[config.mk]
export PLATFORM = sky130hd
export DESIGN_NAME = stream_demux_flat
export DESIGN_NICKNAME = d
export VERILOG_FILES = /design/src/rtl/stream_demux_pkg.sv /design/src/rtl/stream_demux_if.sv /design/src/rtl/demux_slot.sv /design/src/rtl/stream_demux.sv /design/src/flat_wrapper.sv
export SDC_FILE = /design/constraint.sdc
export NUM_CORES = 1
export LEC_CHECK = 0
export CORE_MARGIN = 2
export CORE_UTILIZATION = 48
export DETAILED_ROUTE_END_ITERATION = 7
export PLACE_DENSITY_LB_ADDON = 0.08
export SLEW_MARGIN = 0
export SYNTH_ARGS = -nofsm -noshare
export SYNTH_HDL_FRONTEND = slang
export SYNTH_SLANG_ARGS = --single-unit
[constraint.sdc]
create_clock -name clk -period 5.2 [get_ports clk]
set_clock_uncertainty 0.2 [all_clocks]
set_input_delay 0.78 -clock clk [delete_from_list [all_inputs] [get_ports clk]]
set_output_delay 0.78 -clock clk [all_outputs]
set_load 0.01 [all_outputs]
[src/rtl/stream_demux_pkg.sv]
// stream_demux_pkg: shared types and constants for the stream demultiplexer.
//   demux_state_e : packet-routing FSM state
//   STAT_W        : width of the optional statistics counters
package stream_demux_pkg;

  localparam int unsigned STAT_W = 16;

  typedef enum logic [1:0] {
    IDLE  = 2'd0,
    ROUTE = 2'd1,
    DROP  = 2'd2
  } demux_state_e;

endpackage

[src/rtl/stream_demux_if.sv]
// stream_demux_if: input stream plus NUM_OUT flattened output streams.
//   in_valid/in_ready/in_data/in_last/in_sel : single input stream
//   out_valid/out_ready/out_data/out_last    : output streams, lane i at [i*DATA_W +: DATA_W]
//   master : drives the input stream, sinks the outputs
//   slave  : the demultiplexer side
interface stream_demux_if #(
  parameter int unsigned DATA_W  = 8,
  parameter int unsigned NUM_OUT = 4,
  parameter int unsigned SEL_W   = $clog2(NUM_OUT)
);

  logic                      in_valid;
  logic                      in_ready;
  logic [DATA_W-1:0]         in_data;
  logic                      in_last;
  logic [SEL_W-1:0]          in_sel;
  logic [NUM_OUT-1:0]        out_valid;
  logic [NUM_OUT-1:0]        out_ready;
  logic [NUM_OUT*DATA_W-1:0] out_data;
  logic [NUM_OUT-1:0]        out_last;

  modport master (
    output in_valid, in_data, in_last, in_sel, out_ready,
    input  in_ready, out_valid, out_data, out_last
  );

  modport slave (
    input  in_valid, in_data, in_last, in_sel, out_ready,
    output in_ready, out_valid, out_data, out_last
  );

endinterface

[src/rtl/demux_slot.sv]
// demux_slot: one-entry output register slice of the demultiplexer.
//   clk, reset    : clock, synchronous active-low reset
//   i_load        : write i_data/i_last into the slot this cycle
//   i_ready       : downstream ready for this lane
//   o_valid/o_data/o_last : registered lane outputs
//   o_free_c      : slot can take a beat this cycle (empty or draining)
//   o_beat_cnt    : delivered-beat counter (DEMUX_STATS_EN only)
module demux_slot
  import stream_demux_pkg::*;
#(
  parameter int unsigned DATA_W = 8
) (
  input  logic              clk,
  input  logic              reset,
  input  logic              i_load,
  input  logic [DATA_W-1:0] i_data,
  input  logic              i_last,
  input  logic              i_ready,
  output logic              o_valid,
  output logic [DATA_W-1:0] o_data,
  output logic              o_last,
  output logic              o_free_c
`ifdef DEMUX_STATS_EN
  ,
  output logic [STAT_W-1:0] o_beat_cnt
`endif
);

  // A same-cycle drain frees the slot for a new load.
  assign o_free_c = !o_valid || i_ready;

  // Load wins over drain; data/last are only touched on load.
  always_ff @(posedge clk) begin
    if (!reset) begin
      o_valid <= 1'b0;
      o_data  <= '0;
      o_last  <= 1'b0;
    end else if (i_load) begin
      o_valid <= 1'b1;
      o_data  <= i_data;
      o_last  <= i_last;
    end else if (i_ready) begin
      o_valid <= 1'b0;
    end
  end

`ifdef DEMUX_STATS_EN
  // Delivered-beat counter, wraps at 2^STAT_W.
  always_ff @(posedge clk) begin
    if (!reset)                  o_beat_cnt <= '0;
    else if (o_valid && i_ready) o_beat_cnt <= o_beat_cnt + STAT_W'(1);
  end
`endif

endmodule

[src/rtl/stream_demux.sv]
// stream_demux: registered 1-to-NUM_OUT stream demultiplexer with packet-level
// select locking. The select is sampled on the first beat of a packet; later
// beats follow it. Out-of-range selects drop the whole packet.
//   clk, reset : clock, synchronous active-low reset
//   bus        : stream_demux_if.slave (input stream, NUM_OUT output streams)
//   beat_cnt   : per-lane delivered-beat counters (DEMUX_STATS_EN only)
//   drop_cnt   : dropped-beat counter (DEMUX_STATS_EN only)
// Optional feature macro: DEMUX_STATS_EN.
module stream_demux
  import stream_demux_pkg::*;
#(
  parameter int unsigned DATA_W  = 8,
  parameter int unsigned NUM_OUT = 4,
  parameter int unsigned SEL_W   = $clog2(NUM_OUT)
) (
  input  logic                      clk,
  input  logic                      reset,
  stream_demux_if.slave             bus
`ifdef DEMUX_STATS_EN
  ,
  output logic [NUM_OUT*STAT_W-1:0] beat_cnt,
  output logic [STAT_W-1:0]         drop_cnt
`endif
);

  // One extra bit so NUM_OUT == 2**SEL_W still compares correctly.
  localparam logic [SEL_W:0] NUM_OUT_L = (SEL_W+1)'(NUM_OUT);

  demux_state_e              r_state;
  logic [SEL_W-1:0]          r_cur_sel;

  logic                      w_sel_ok;
  logic                      w_free_in;
  logic                      w_free_cur;
  logic                      w_in_ready;
  logic                      w_accept;
  logic                      w_drop;
  logic [NUM_OUT-1:0]        w_load;
  logic [NUM_OUT*DATA_W-1:0] w_data_flat;
  wire  [NUM_OUT-1:0]        w_free;
  wire  [NUM_OUT-1:0]        w_valid;
  wire  [NUM_OUT-1:0]        w_last;
  wire  [DATA_W-1:0]         w_data [NUM_OUT];

  // Select decode and ready generation.
  always_comb begin
    w_sel_ok   = {1'b0, bus.in_sel} < NUM_OUT_L;
    w_free_in  = 1'b0;
    w_free_cur = 1'b0;
    for (int i = 0; i < NUM_OUT; i++) begin
      if (bus.in_sel == SEL_W'(i)) w_free_in  = w_free[i];
      if (r_cur_sel  == SEL_W'(i)) w_free_cur = w_free[i];
    end
    case (r_state)
      IDLE:    w_in_ready = !w_sel_ok || w_free_in;
      ROUTE:   w_in_ready = w_free_cur;
      DROP:    w_in_ready = 1'b1;
      default: w_in_ready = 1'b0;
    endcase
  end

  // Per-lane load strobes and drop strobe.
  always_comb begin
    w_accept = bus.in_valid && w_in_ready;
    w_drop   = w_accept && (((r_state == IDLE) && !w_sel_ok) || (r_state == DROP));
    for (int i = 0; i < NUM_OUT; i++) begin
      w_load[i] = w_accept &&
                  (((r_state == IDLE) && w_sel_ok && (bus.in_sel == SEL_W'(i))) ||
                   ((r_state == ROUTE) && (r_cur_sel == SEL_W'(i))));
    end
  end

  // Packet FSM: lock the select on the first beat, release on last.
  always_ff @(posedge clk) begin
    if (!reset) begin
      r_state   <= IDLE;
      r_cur_sel <= '0;
    end else if (w_accept) begin
      case (r_state)
        IDLE: begin
          r_cur_sel <= bus.in_sel;
          if (!bus.in_last) r_state <= w_sel_ok ? ROUTE : DROP;
        end
        ROUTE, DROP: if (bus.in_last) r_state <= IDLE;
        default:     r_state <= IDLE;
      endcase
    end
  end

`ifdef DEMUX_STATS_EN
  wire  [NUM_OUT*STAT_W-1:0] w_beat_cnt;
  logic [STAT_W-1:0]         r_drop_cnt;

  // Dropped-beat counter, wraps at 2^STAT_W.
  always_ff @(posedge clk) begin
    if (!reset)      r_drop_cnt <= '0;
    else if (w_drop) r_drop_cnt <= r_drop_cnt + STAT_W'(1);
  end

  assign beat_cnt = w_beat_cnt;
  assign drop_cnt = r_drop_cnt;
`endif

  // One register slice per output lane.
  for (genvar gi = 0; gi < NUM_OUT; gi++) begin : g_slot
    demux_slot #(.DATA_W(DATA_W)) u_slot (
      .clk      (clk),
      .reset    (reset),
      .i_load   (w_load[gi]),
      .i_data   (bus.in_data),
      .i_last   (bus.in_last),
      .i_ready  (bus.out_ready[gi]),
      .o_valid  (w_valid[gi]),
      .o_data   (w_data[gi]),
      .o_last   (w_last[gi]),
      .o_free_c (w_free[gi])
`ifdef DEMUX_STATS_EN
      ,
      .o_beat_cnt (w_beat_cnt[gi*STAT_W +: STAT_W])
`endif
    );
  end

  // Flatten lane payloads onto the bus.
  always_comb begin
    w_data_flat = '0;
    for (int i = 0; i < NUM_OUT; i++) w_data_flat[i*DATA_W +: DATA_W] = w_data[i];
  end

  assign bus.in_ready  = w_in_ready;
  assign bus.out_valid = w_valid;
  assign bus.out_last  = w_last;
  assign bus.out_data  = w_data_flat;

endmodule

[src/flat_wrapper.sv]
// flat-port wrapper written by rule: the top's interface ports become plain ports
module stream_demux_flat import stream_demux_pkg::*;
#(
  parameter int unsigned DATA_W  = 8,
  parameter int unsigned NUM_OUT = 4,
  parameter int unsigned SEL_W   = $clog2(NUM_OUT)
)
  (clk, reset, bus_in_valid, bus_in_data, bus_in_last, bus_in_sel, bus_out_ready, bus_in_ready, bus_out_valid, bus_out_data, bus_out_last);
  stream_demux_if #(.DATA_W(DATA_W), .NUM_OUT(NUM_OUT), .SEL_W(SEL_W)) bus_i ();
  input  logic clk;
  input  logic reset;
  input wire logic [$bits(bus_i.in_valid)-1:0] bus_in_valid;
  input wire logic [$bits(bus_i.in_data)-1:0] bus_in_data;
  input wire logic [$bits(bus_i.in_last)-1:0] bus_in_last;
  input wire logic [$bits(bus_i.in_sel)-1:0] bus_in_sel;
  input wire logic [$bits(bus_i.out_ready)-1:0] bus_out_ready;
  output wire logic [$bits(bus_i.in_ready)-1:0] bus_in_ready;
  output wire logic [$bits(bus_i.out_valid)-1:0] bus_out_valid;
  output wire logic [$bits(bus_i.out_data)-1:0] bus_out_data;
  output wire logic [$bits(bus_i.out_last)-1:0] bus_out_last;
  assign bus_i.in_valid = bus_in_valid;
  assign bus_i.in_data = bus_in_data;
  assign bus_i.in_last = bus_in_last;
  assign bus_i.in_sel = bus_in_sel;
  assign bus_i.out_ready = bus_out_ready;
  assign bus_in_ready = bus_i.in_ready;
  assign bus_out_valid = bus_i.out_valid;
  assign bus_out_data = bus_i.out_data;
  assign bus_out_last = bus_i.out_last;
  stream_demux #(.DATA_W(DATA_W), .NUM_OUT(NUM_OUT), .SEL_W(SEL_W)) u_core (.clk(clk), .reset(reset), .bus(bus_i));
endmodule
* Word-level counts from Yosys, hierarchy flattened
Cells that the tools add are included.
** Operators by class
- Equal/unequal tests :: 10
- Multiplexer cells :: 20
- Reductions and logical operators :: 35
** Operators with widths (count)
- $mux 1 :: 16
- $logic_and 1x1->1 :: 13
- $eq 2x2->1 const B :: 5
- $logic_or 1x1->1 :: 8
- $reduce_bool 2->1 :: 4
- $eq 2x1->1 const B :: 3
- $logic_not 2->1 :: 3
- $logic_not 1->1 :: 4
- $mux 2 :: 2
- $ne 2x2->1 const B :: 2
- $pmux 2 s2 :: 1
- $pmux 1 s3 :: 1
- $reduce_and 3->1 :: 1
- $reduce_and 2->1 :: 1
- $reduce_or 2->1 :: 1
** Word-level totals
- Register bits after elaboration :: 44
- Bits of input ports :: 18
- Output and inout port bits :: 41
- Logic and storage cells :: 79

* Longest topological paths before layout
Gate-level depths: netlist of run 1.
- Depth in word-level cells :: 10
- Mapped depth :: 8
- Depth with buffers taken out :: 6

* Hierarchy
From an unflattened synthesis of run 1, not the netlist that was laid out.
** Second synthesis, totals
- Cells, all modules :: 166
- Area, all modules :: 1785.5 µm²
** By module, submodules not included
- demux_slot :: times used 4, cells each 32, area an instance 375.4 µm², seq. area each 200.2 µm²
- stream_demux :: times used 1, cells each 38, area an instance 284.0 µm², seq. area each 60.1 µm²

* Worst setup path after synthesis of run 1
No wires, ideal clock.
- Path type :: input port to output port
- From :: input bus_in_sel[0]
- To :: output bus_in_ready
- Data arrival time :: 1555 ps
- Data required time :: 4220 ps
- Path slack :: 2665 ps
- Stages :: 4
- Path buffers :: 0
- Cells stage by stage :: and3b_1 > a31oi_1 > o2111ai_2 > inv_2
** Between the ends
- Cells in the longest elaborated chain, start to end :: 6
- Elaborated cells on any way between the ends :: 9
- Classes of those cells :: 3 x eq/ne; 5 x mux; 1 x reduce/logical
** Ends and longest elaborated chain
- start: declaration :: line flat_wrapper.sv:15 : input wire logic [$bits(bus_i.in_sel)-1:0] bus_in_sel;
- $logic_not 2->1 :: line stream_demux.sv:51 : if (bus.in_sel == SEL_W'(i)) w_free_in = w_free[i];
- $mux 1 (3 in series) :: line stream_demux.sv:51
- $mux 1 * :: line stream_demux.sv:51
- $pmux 1 s3 * :: line stream_demux.sv:54 : case (r_state)
- end: declaration :: line flat_wrapper.sv:17 : output wire logic [$bits(bus_i.in_ready)-1:0] bus_in_ready;
Every way passes the cells marked *; elsewhere a longest branch is shown, timed or not.

* Worst setup path in the final report of run 1
- From :: input bus_in_sel[1]
- To :: output bus_in_ready
Same word-level chain as after synthesis.

==> results by group, run 1 <==
Synthesis
  • Sequential share of the synthesized area: 48.7%
  • Largest family of logic cells by synthesized area: multiplexers
  • Fraction of the mapped netlist area in compound gates: 5.73%
  • Synth Area in Adders: 0%
  • Post-synthesis instance area: 0.00177 mm^2
  • Seq cells post-synth: 43
  • Simple-gate area share of the yosys netlist: 17.5%
  • Post-Syn Instances: 180
  • Warning count from the yosys run: 0
  • Synth unique cells: 22
  • Total nets after synthesis: 198
  • Multiplexer share of the synthesized area: 21.5%
  • Per-instance average area after synthesis: 9.83 um^2
  • Xor and xnor fraction of the mapped netlist area: 0%

Floorplanning
  • Height of the die: 64.7 um
  • Placeable core region: 0.00361 mm^2
  • Floorplan row count: 22
  • Initial standard-cell utilization of the core: 49.1%
  • Die area: 0.00419 mm^2
  • Ports: 59
  • Die width: 64.7 um

Power
  • Sequential power share: 49.8%
  • Comb pwr share: 13.1%
  • Clock network fraction of design power: 37.1%
  • Power density relative to cell area: 293 mW/mm^2
  • Leak: 0.894 nW
  • Internal power: 0.000549 W
  • Net switching share of the total power: 22.5%
  • Max rail drop VDD: 0.185 mV
  • Net Switching: 0.000160 W

Clock tree
  • Number of buffers created by CTS: 5
  • CTS H-tree lvls: 2
  • Hold bufs inserted after CTS: 0
  • Clk root buf: clkbuf_8
  • Clock Tree Buf Depth: 2
  • Number of clock sinks: 43
  • Worst-Skew Late Latency: 0.29 ns
  • Post-CTS resize count: 0
  • Setup fix buffers added after clock tree synthesis: 0
  • Clock-pin slew reported for the worst setup and hold paths after clock tree synthesis: 0.08 ns
  • Clock tree from TritonCTS: done

Global route
  • Total congestion overflow after global routing: 0
  • First-pass GRT wire length: 6470 um
  • Antenna violations before repair: 0
  • Number of global-route vias before repair: 1400
  • Global routing usage summed across all routing layers: 20.5%
  • Pin count of the biggest net entering global routing: 56

STA
  • Number of hold violations in the final report: 0
  • Max-Slew Margin vs Limit: 27.4%
  • Post-Route Hold Slack: 0.261 ns
  • Slew Limit Fails: 0
  • Setup tns final: 0 ns
  • RSZ-0062 raised after global routing: false
  • Crit path setup slack, layout: 1.47 ns
  • Final setup violation count: 0
  • Final Cycle Share: 71.7%
  • Fmax achieved: 268 MHz
  • Time the final worst path needs with I/O delays and setup: 3.73 ns
  • Worst Max-Slew Pin Slew: 1.08 ns

Critical path
  • Largest fanout of any net on the critical path: 5
  • Data arrival at the endpoint of the critical path: 2.75 ns
  • Worst reg2reg path depth: 5
  • Worst path top cell family by delay: buffers and inverters
  • Internal reg-to-reg setup slack: 2.45 ns
  • Crit. End Element: output port
  • Reg2Reg Capture Point: u_core.g_slot[3].u_slot.o_data[2]
  • Worst r2r src: u_core.r_state[0]
  • List of cells traversed by the critical path: clkdlybuf4s50_1 > and3b_1 > a31oi_1 > o2111ai_2 > inv_2 > clkdlybuf4s50_1
  • Most repeated library cell on the critical path: clkdlybuf4s50_1
  • Worst path max stage delay: 0.54 ns
  • Launch point of the critical path: bus_in_sel[1]
  • Element type at the critical path start: input port
  • Number of buffer and inverter instances along the worst setup path: 3
  • Worst setup path endpoint: bus_in_ready
  • WP depth: 6
  • Worst EP required: 4.22 ns
  • Type of the setup path with the least slack: input port to output port
  • Slowest cell on the critical path: clkdlybuf4s50_1

Finish
  • Design Area, Final: 0.00242 mm^2
  • Total inserted antenna cells: 0
  • Synth-to-Final Area Change: 36.7%
  • Number of nets in the layout: 246
  • Layout filler cell count: 304
  • Share of cells above drive strength 1: 6.11%

Placed design
  • Area post-placement: 0.00230 mm^2
  • PortBufs: 58
  • Final RePlAce weighted congestion: 0.754
  • Worst slack after detailed placement: 1.47 ns
  • Detailed placement HPWL: 2690 um

Route
  • Violation count after the first detailed-routing iteration: 109
  • TritonRoute pass-1 iters: 4
  • Total number of vias: 1380
  • Via-per-instance ratio: 4.98
  • Detailed Route WL: 3860 um
  • # DRC: 0
  • Average wire length per cell after detail routing: 13.9 um
  • Post-route ant nets: 0

Job
  • Max capacitance violation total: 0

Run status
  • Run status: complete, no violations

Worst hold path
  • Hold crit path type: flop to flop
==> worst register-to-register path: stages, from the launching register on <==
cell	delay, ns
dfxtp_1	0.47
and3b_1	0.21
a31oi_1	0.27
o2111ai_2	0.30
nor3b_2	0.94
mux2i_1	0.28
==> placed cells by master, fill, tap and decap left out, types with 2 or more instances in the layout <==
cell type | synthesis | routed
nand2_1 | 50 | 50
clkdlybuf4s50_1 | 0 | 57
nor2_4 | 2 | 2
mux2i_1 | 38 | 38
clkbuf_8 | 0 | 6
dfxtp_1 | 43 | 43
and3b_1 | 3 | 3
nor2b_1 | 4 | 4
nor3b_1 | 4 | 3
o21ai_0 | 5 | 5
o21a_1 | 4 | 4
==> flip-flops by register name (all words and copies together) (netlist names) <==
| signal | cells |
|---|---|
| u_core.g_slot.u_slot.o_data | 32 |
| u_core.r_cur_sel | 2 |
| u_core.g_slot.u_slot.o_last | 4 |
| u_core.r_state | 1 |
| u_core.g_slot.u_slot.o_valid | 4 |
==> per-layer routing <==
layer	track usage [%]	vias to the layer above	share of wire, %
met2	34.5	40	48
met4	7.45	0	2.1
met3	6.42	8	5.3
met5	0	-	0
li1	-	691	-
met1	24.6	641	44
==> per-stage QoR <==
step	util, %	total power (W)	instances
2_1_floorplan	-	0.000410	180
3_3_place_gp	63.8	0.000451	269
3_5_place_dp	63.8	0.000453	269
4_1_cts	67.1	0.000717	277
5_1_grt	67.1	0.000741	277
6_report	67.1	0.000708	277
==> worst min-delay path by stage <==
stage                                                  from                                 to  slack, ns  depth (start not counted)
after floorplan              u_core.g_slot[0].u_slot.o_last     u_core.g_slot[0].u_slot.o_last       0.24                          2
after global placement       u_core.g_slot[0].u_slot.o_last     u_core.g_slot[0].u_slot.o_last       0.24                          2
after detailed placement  u_core.g_slot[1].u_slot.o_data[3]  u_core.g_slot[1].u_slot.o_data[3]       0.25                          2
after CTS                 u_core.g_slot[3].u_slot.o_data[5]  u_core.g_slot[3].u_slot.o_data[5]       0.26                          2
after global routing      u_core.g_slot[3].u_slot.o_data[0]  u_core.g_slot[3].u_slot.o_data[0]       0.28                          2
final                        u_core.g_slot[1].u_slot.o_last     u_core.g_slot[1].u_slot.o_last       0.26                          2
==> cell families after synthesis <==
group,after synthesis
AOI/OAI and AO/OA,14
buffers and inverters,19
and+or+nand+nor,66
DFF,43
muxes,38
==> area by class of cell <==
class | instances | area [um^2] | share of cell area [%]
multi-input combinational | 118 | 797 | 33.0
clock inverter | 2 | 35.0 | 1.45
sequential | 43 | 861 | 35.6
tap | 48 | 60.1 | 2.48
clock buffer | 6 | 82.6 | 3.41
timing repair buffer | 58 | 576 | 23.8
inverter | 2 | 7.51 | 0.310
==> power by group through the flow <==
stage	Clock (W)	Sequential, W	Combinational [W]
final	0.000263	0.000353	0.0000927
after global routing	0.000286	0.000355	0.000101
after CTS	0.000271	0.000353	0.0000936
after detailed placement	0	0.000360	0.0000931
after global placement	0	0.000359	0.0000914
after floorplan	0	0.000363	0.0000468
==> cell usage after synthesis, drive strengths merged <==
cell type	instances	area share (%)
nand2b	1	0.35
nand2	50	11
a41o	1	0.57
inv	2	0.42
nor2	2	1.3
nand3b	1	0.42
nor3b	4	1.7
a21oi	1	0.28
and3b	3	1.5
a31oi	1	0.35
nor3	1	0.28
clkbuf	6	1.3
mux2i	38	21
buf	11	4.9
dfxtp	43	49
o21ai	5	1.4
o2111ai	1	0.85
nor2b	4	1.4
o211a	1	0.57
o21a	4	1.7
Power figures use the tool's default switching activity.
==> run 2, diff against run 1 <==
--- a/config.mk
+++ b/config.mk
@@ -6,7 +6,7 @@
 export NUM_CORES = 1
 export LEC_CHECK = 0
 export CORE_MARGIN = 2
-export CORE_UTILIZATION = 48
+export CORE_UTILIZATION = 40
 export DETAILED_ROUTE_END_ITERATION = 7
 export PLACE_DENSITY_LB_ADDON = 0.08
 export SLEW_MARGIN = 0
==> constraint.sdc (replaced) <==
create_clock -name clk -period 3.2 [get_ports clk]
set_clock_uncertainty 0.2 [all_clocks]
set_input_delay 0.48 -clock clk [delete_from_list [all_inputs] [get_ports clk]]
set_output_delay 0.48 -clock clk [all_outputs]
set_load 0.01 [all_outputs]
==> results by group, run 2 (same netlist as run 1, synthesis figures left out) <==
STA
  • Number of hold violations in the final report: 0 (unchanged)
  • Fmax achieved: 332 MHz
  • Setup tns final: 0 ns (unchanged)
  • Post-Route Hold Slack: 0.257 ns (-0.00372 ns)
  • Final setup violation count: 0 (unchanged)
  • Final Cycle Share: 94.0%
  • RSZ-0062 raised after global routing: false
  • Slew Limit Fails: 0 (unchanged)
  • Max-Slew Margin vs Limit: 42.9% (+16 points)
  • Worst Max-Slew Pin Slew: 0.856 ns (-0.228 ns)
  • Time the final worst path needs with I/O delays and setup: 3.01 ns

Clock tree
  • Clock tree from TritonCTS: done
  • CTS H-tree lvls: 2 (unchanged)
  • Post-CTS resize count: 0 (unchanged)
  • Clk root buf: clkbuf_8
  • Number of clock sinks: 43 (unchanged)
  • Clock Tree Buf Depth: 2 (unchanged)
  • Setup fix buffers added after clock tree synthesis: 0 (unchanged)
  • Number of buffers created by CTS: 5 (unchanged)
  • Clock-pin slew reported for the worst setup and hold paths after clock tree synthesis: 0.07 ns (about the same)
  • Hold bufs inserted after CTS: 0 (unchanged)
  • Worst-Skew Late Latency: 0.28 ns (about the same)

Critical path
  • WP depth: 6 (unchanged)
  • Worst setup path endpoint: bus_in_ready
  • Worst r2r src: u_core.r_state[0]
  • Largest fanout of any net on the critical path: 5 (unchanged)
  • Worst path max stage delay: 0.54 ns (about the same)
  • Worst path top cell family by delay: buffers and inverters
  • Most repeated library cell on the critical path: clkdlybuf4s50_1
  • Crit. End Element: output port
  • List of cells traversed by the critical path: clkdlybuf4s50_1 > and3b_1 > a31oi_1 > o2111ai_2 > inv_2 > clkdlybuf4s50_1
  • Reg2Reg Capture Point: u_core.g_slot[2].u_slot.o_data[6]
  • Worst reg2reg path depth: 6 (+1)
  • Internal reg-to-reg setup slack: 0.83 ns (-1.62 ns)
  • Launch point of the critical path: bus_in_sel[0]
  • Data arrival at the endpoint of the critical path: 2.33 ns (-0.42 ns)
  • Element type at the critical path start: input port
  • Slowest cell on the critical path: clkdlybuf4s50_1
  • Worst EP required: 2.52 ns (-1.70 ns)
  • Type of the setup path with the least slack: input port to output port
  • Number of buffer and inverter instances along the worst setup path: 3 (unchanged)

Global route
  • Global routing usage summed across all routing layers: 17.0% (-3.5 points)
  • Busiest layer in global routing: met2
  • Number of global-route vias before repair: 1452 (+3.7%)
  • M1 GR Usage: 20.6% (-3.9 points)
  • Antenna violations before repair: 0 (unchanged)
  • Total congestion overflow after global routing: 0 (unchanged)
  • Met2 track demand over resource: 28.3% (-6.2 points)
  • First-pass GRT wire length: 6670 um (+3.0%)
  • Met3 demand-to-capacity share in global routing: 3.90% (-2.5 points)
  • Pin count of the biggest net entering global routing: 52 (-7.1%)

Worst hold path
  • Hold wc startpoint: u_core.g_slot[2].u_slot.o_data[2]
  • Hold crit path type: flop to flop

Finish
  • Total inserted antenna cells: 0 (unchanged)
  • Register containing the most flip-flops in the final layout: u_core.g_slot.u_slot.o_data
  • Most common cell after layout, fill and taps aside: clkdlybuf4s50_1
  • Largest registers: u_core.g_slot.u_slot.o_data: 32 flops, u_core.g_slot.u_slot.o_last: 4 flops, u_core.g_slot.u_slot.o_valid: 4 flops
  • Synth-to-Final Area Change: 37.7%
  • Share of cells above drive strength 1: 7.30% (+1.2 points)
  • Number of flip-flops under the largest register name: 32 (unchanged)
  • Number of nets in the layout: 250 (+1.6%)
  • Commonest cells after routing, fill and taps aside: clkdlybuf4s50_1, nand2_1, dfxtp_1

Floorplanning
  • Die width: 70.5 um (+9.0%)
  • Height of the die: 70.5 um (+9.0%)
  • Ports: 59 (unchanged)
  • Placeable core region: 0.00429 mm^2 (+19%)
  • Initial standard-cell utilization of the core: 41.2% (-7.9 points)
  • Die area: 0.00497 mm^2 (+19%)
  • Floorplan row count: 24 (+9.1%)

Route
  • Violation count after the first detailed-routing iteration: 70 (-36%)
  • TritonRoute pass-1 iters: 5 (+1)
  • Post-route ant nets: 0 (unchanged)
  • Via-per-instance ratio: 4.98 (about the same)
  • # DRC: 0 (unchanged)
  • Average wire length per cell after detail routing: 14.0 um (+0.67%)
  • Total number of vias: 1419 (+2.8%)
  • Detailed Route WL: 4000 um (+3.6%)

Placed design
  • Detailed placement HPWL: 2760 um (+2.5%)
  • PortBufs: 58 (unchanged)
  • Final RePlAce weighted congestion: 0.925 (+23%)

Job
  • Max capacitance violation total: 0 (unchanged)

Power
  • Leak: 0.905 nW (+1.3%)
  • Power density relative to cell area: 449 mW/mm^2 (+53%)
  • Max rail drop VDD: 0.280 mV (+51%)

Run status
  • Run status: complete, no violations
==> run 2: cell types whose count changed in the layout (fill, tap and decap cells not counted), sizes merged <==
| cell | before | now |
|---|---|---|
| clkinv | 1 | 0 |
| clkbuf | 6 | 8 |
| buf | 1 | 5 |
| bufinv | 1 | 0 |
==> run 2: cell type report <==
type / count / area, um^2
Clock buffer: 8 / 100
Multi-Input combinational cell: 118 / 797
Sequential cell: 43 / 861
Inverter: 2 / 7.51
Fill cell: 379 / 1860
Timing Repair Buffer: 62 / 606
Tap cell: 52 / 65.1
==> run 2: worst min path at each step <==
stage / slack, ns / endpoint / depth (start not counted)
after floorplan: 0.24 / u_core.g_slot[0].u_slot.o_last / 2
after global placement: 0.24 / u_core.g_slot[0].u_slot.o_last / 2
after detailed placement: 0.25 / u_core.g_slot[1].u_slot.o_last / 2
after CTS: 0.26 / u_core.g_slot[2].u_slot.o_data[2] / 2
after global routing: 0.28 / u_core.g_slot[2].u_slot.o_data[2] / 2
final: 0.26 / u_core.g_slot[2].u_slot.o_data[2] / 2
==> run 2: routing by layer <==
layer / wire [um] / vias up
met1: 1760 / 679
met5: 0 / -
met3: 171 / 6
li1: - / 701
met2: 1990 / 33
met4: 70 / 0
==> run 2: where the power goes <==
group          leakage, nW  internal, W  total, W  switching, W
Sequential           0.350     0.000559  0.000574     0.0000151
Clock               0.0515     0.000197  0.000366      0.000170
Combinational        0.504    0.0000837  0.000154     0.0000706
==> run 2: stage by stage <==
| step | cells | area [um^2] | setup slack (ns) | power [W] | utilization (%) |
|---|---|---|---|---|---|
| floorplan | 180 | 1770 | 1.19 | 0.000666 | - |
| global placement | 277 | 2340 | 0.331 | 0.000736 | 54.4 |
| detailed placement | 277 | 2340 | 0.201 | 0.000741 | 54.4 |
| CTS | 285 | 2440 | 0.181 | 0.00111 | 56.7 |
| global route | 285 | 2440 | 0.0503 | 0.00114 | 56.7 |
| finish | 285 | 2440 | 0.191 | 0.00109 | 56.7 |
==> run 2: worst reg2reg max path, delay by kind of cell (launching register included) <==
| kind | cells | cell delay, ns |
|---|---|---|
| flip-flops | 1 | 0.49 |
| AND/OR/NAND/NOR | 1 | 0.23 |
| buffers and inverters | 1 | 0.12 |
| AO/OA/AOI/OAI | 3 | 1.00 |
| multiplexers | 1 | 0.25 |
==> run 3, diff against run 2 <==
--- a/config.mk
+++ b/config.mk
@@ -9,6 +9,7 @@
 export CORE_UTILIZATION = 40
 export DETAILED_ROUTE_END_ITERATION = 7
 export PLACE_DENSITY_LB_ADDON = 0.08
+export SKIP_CTS_REPAIR_TIMING = 1
 export SLEW_MARGIN = 0
 export SYNTH_ARGS = -nofsm -noshare
 export SYNTH_HDL_FRONTEND = slang
==> results of run 3 <==
The final DEF is identical to that of run 2; final timing and power are the same.
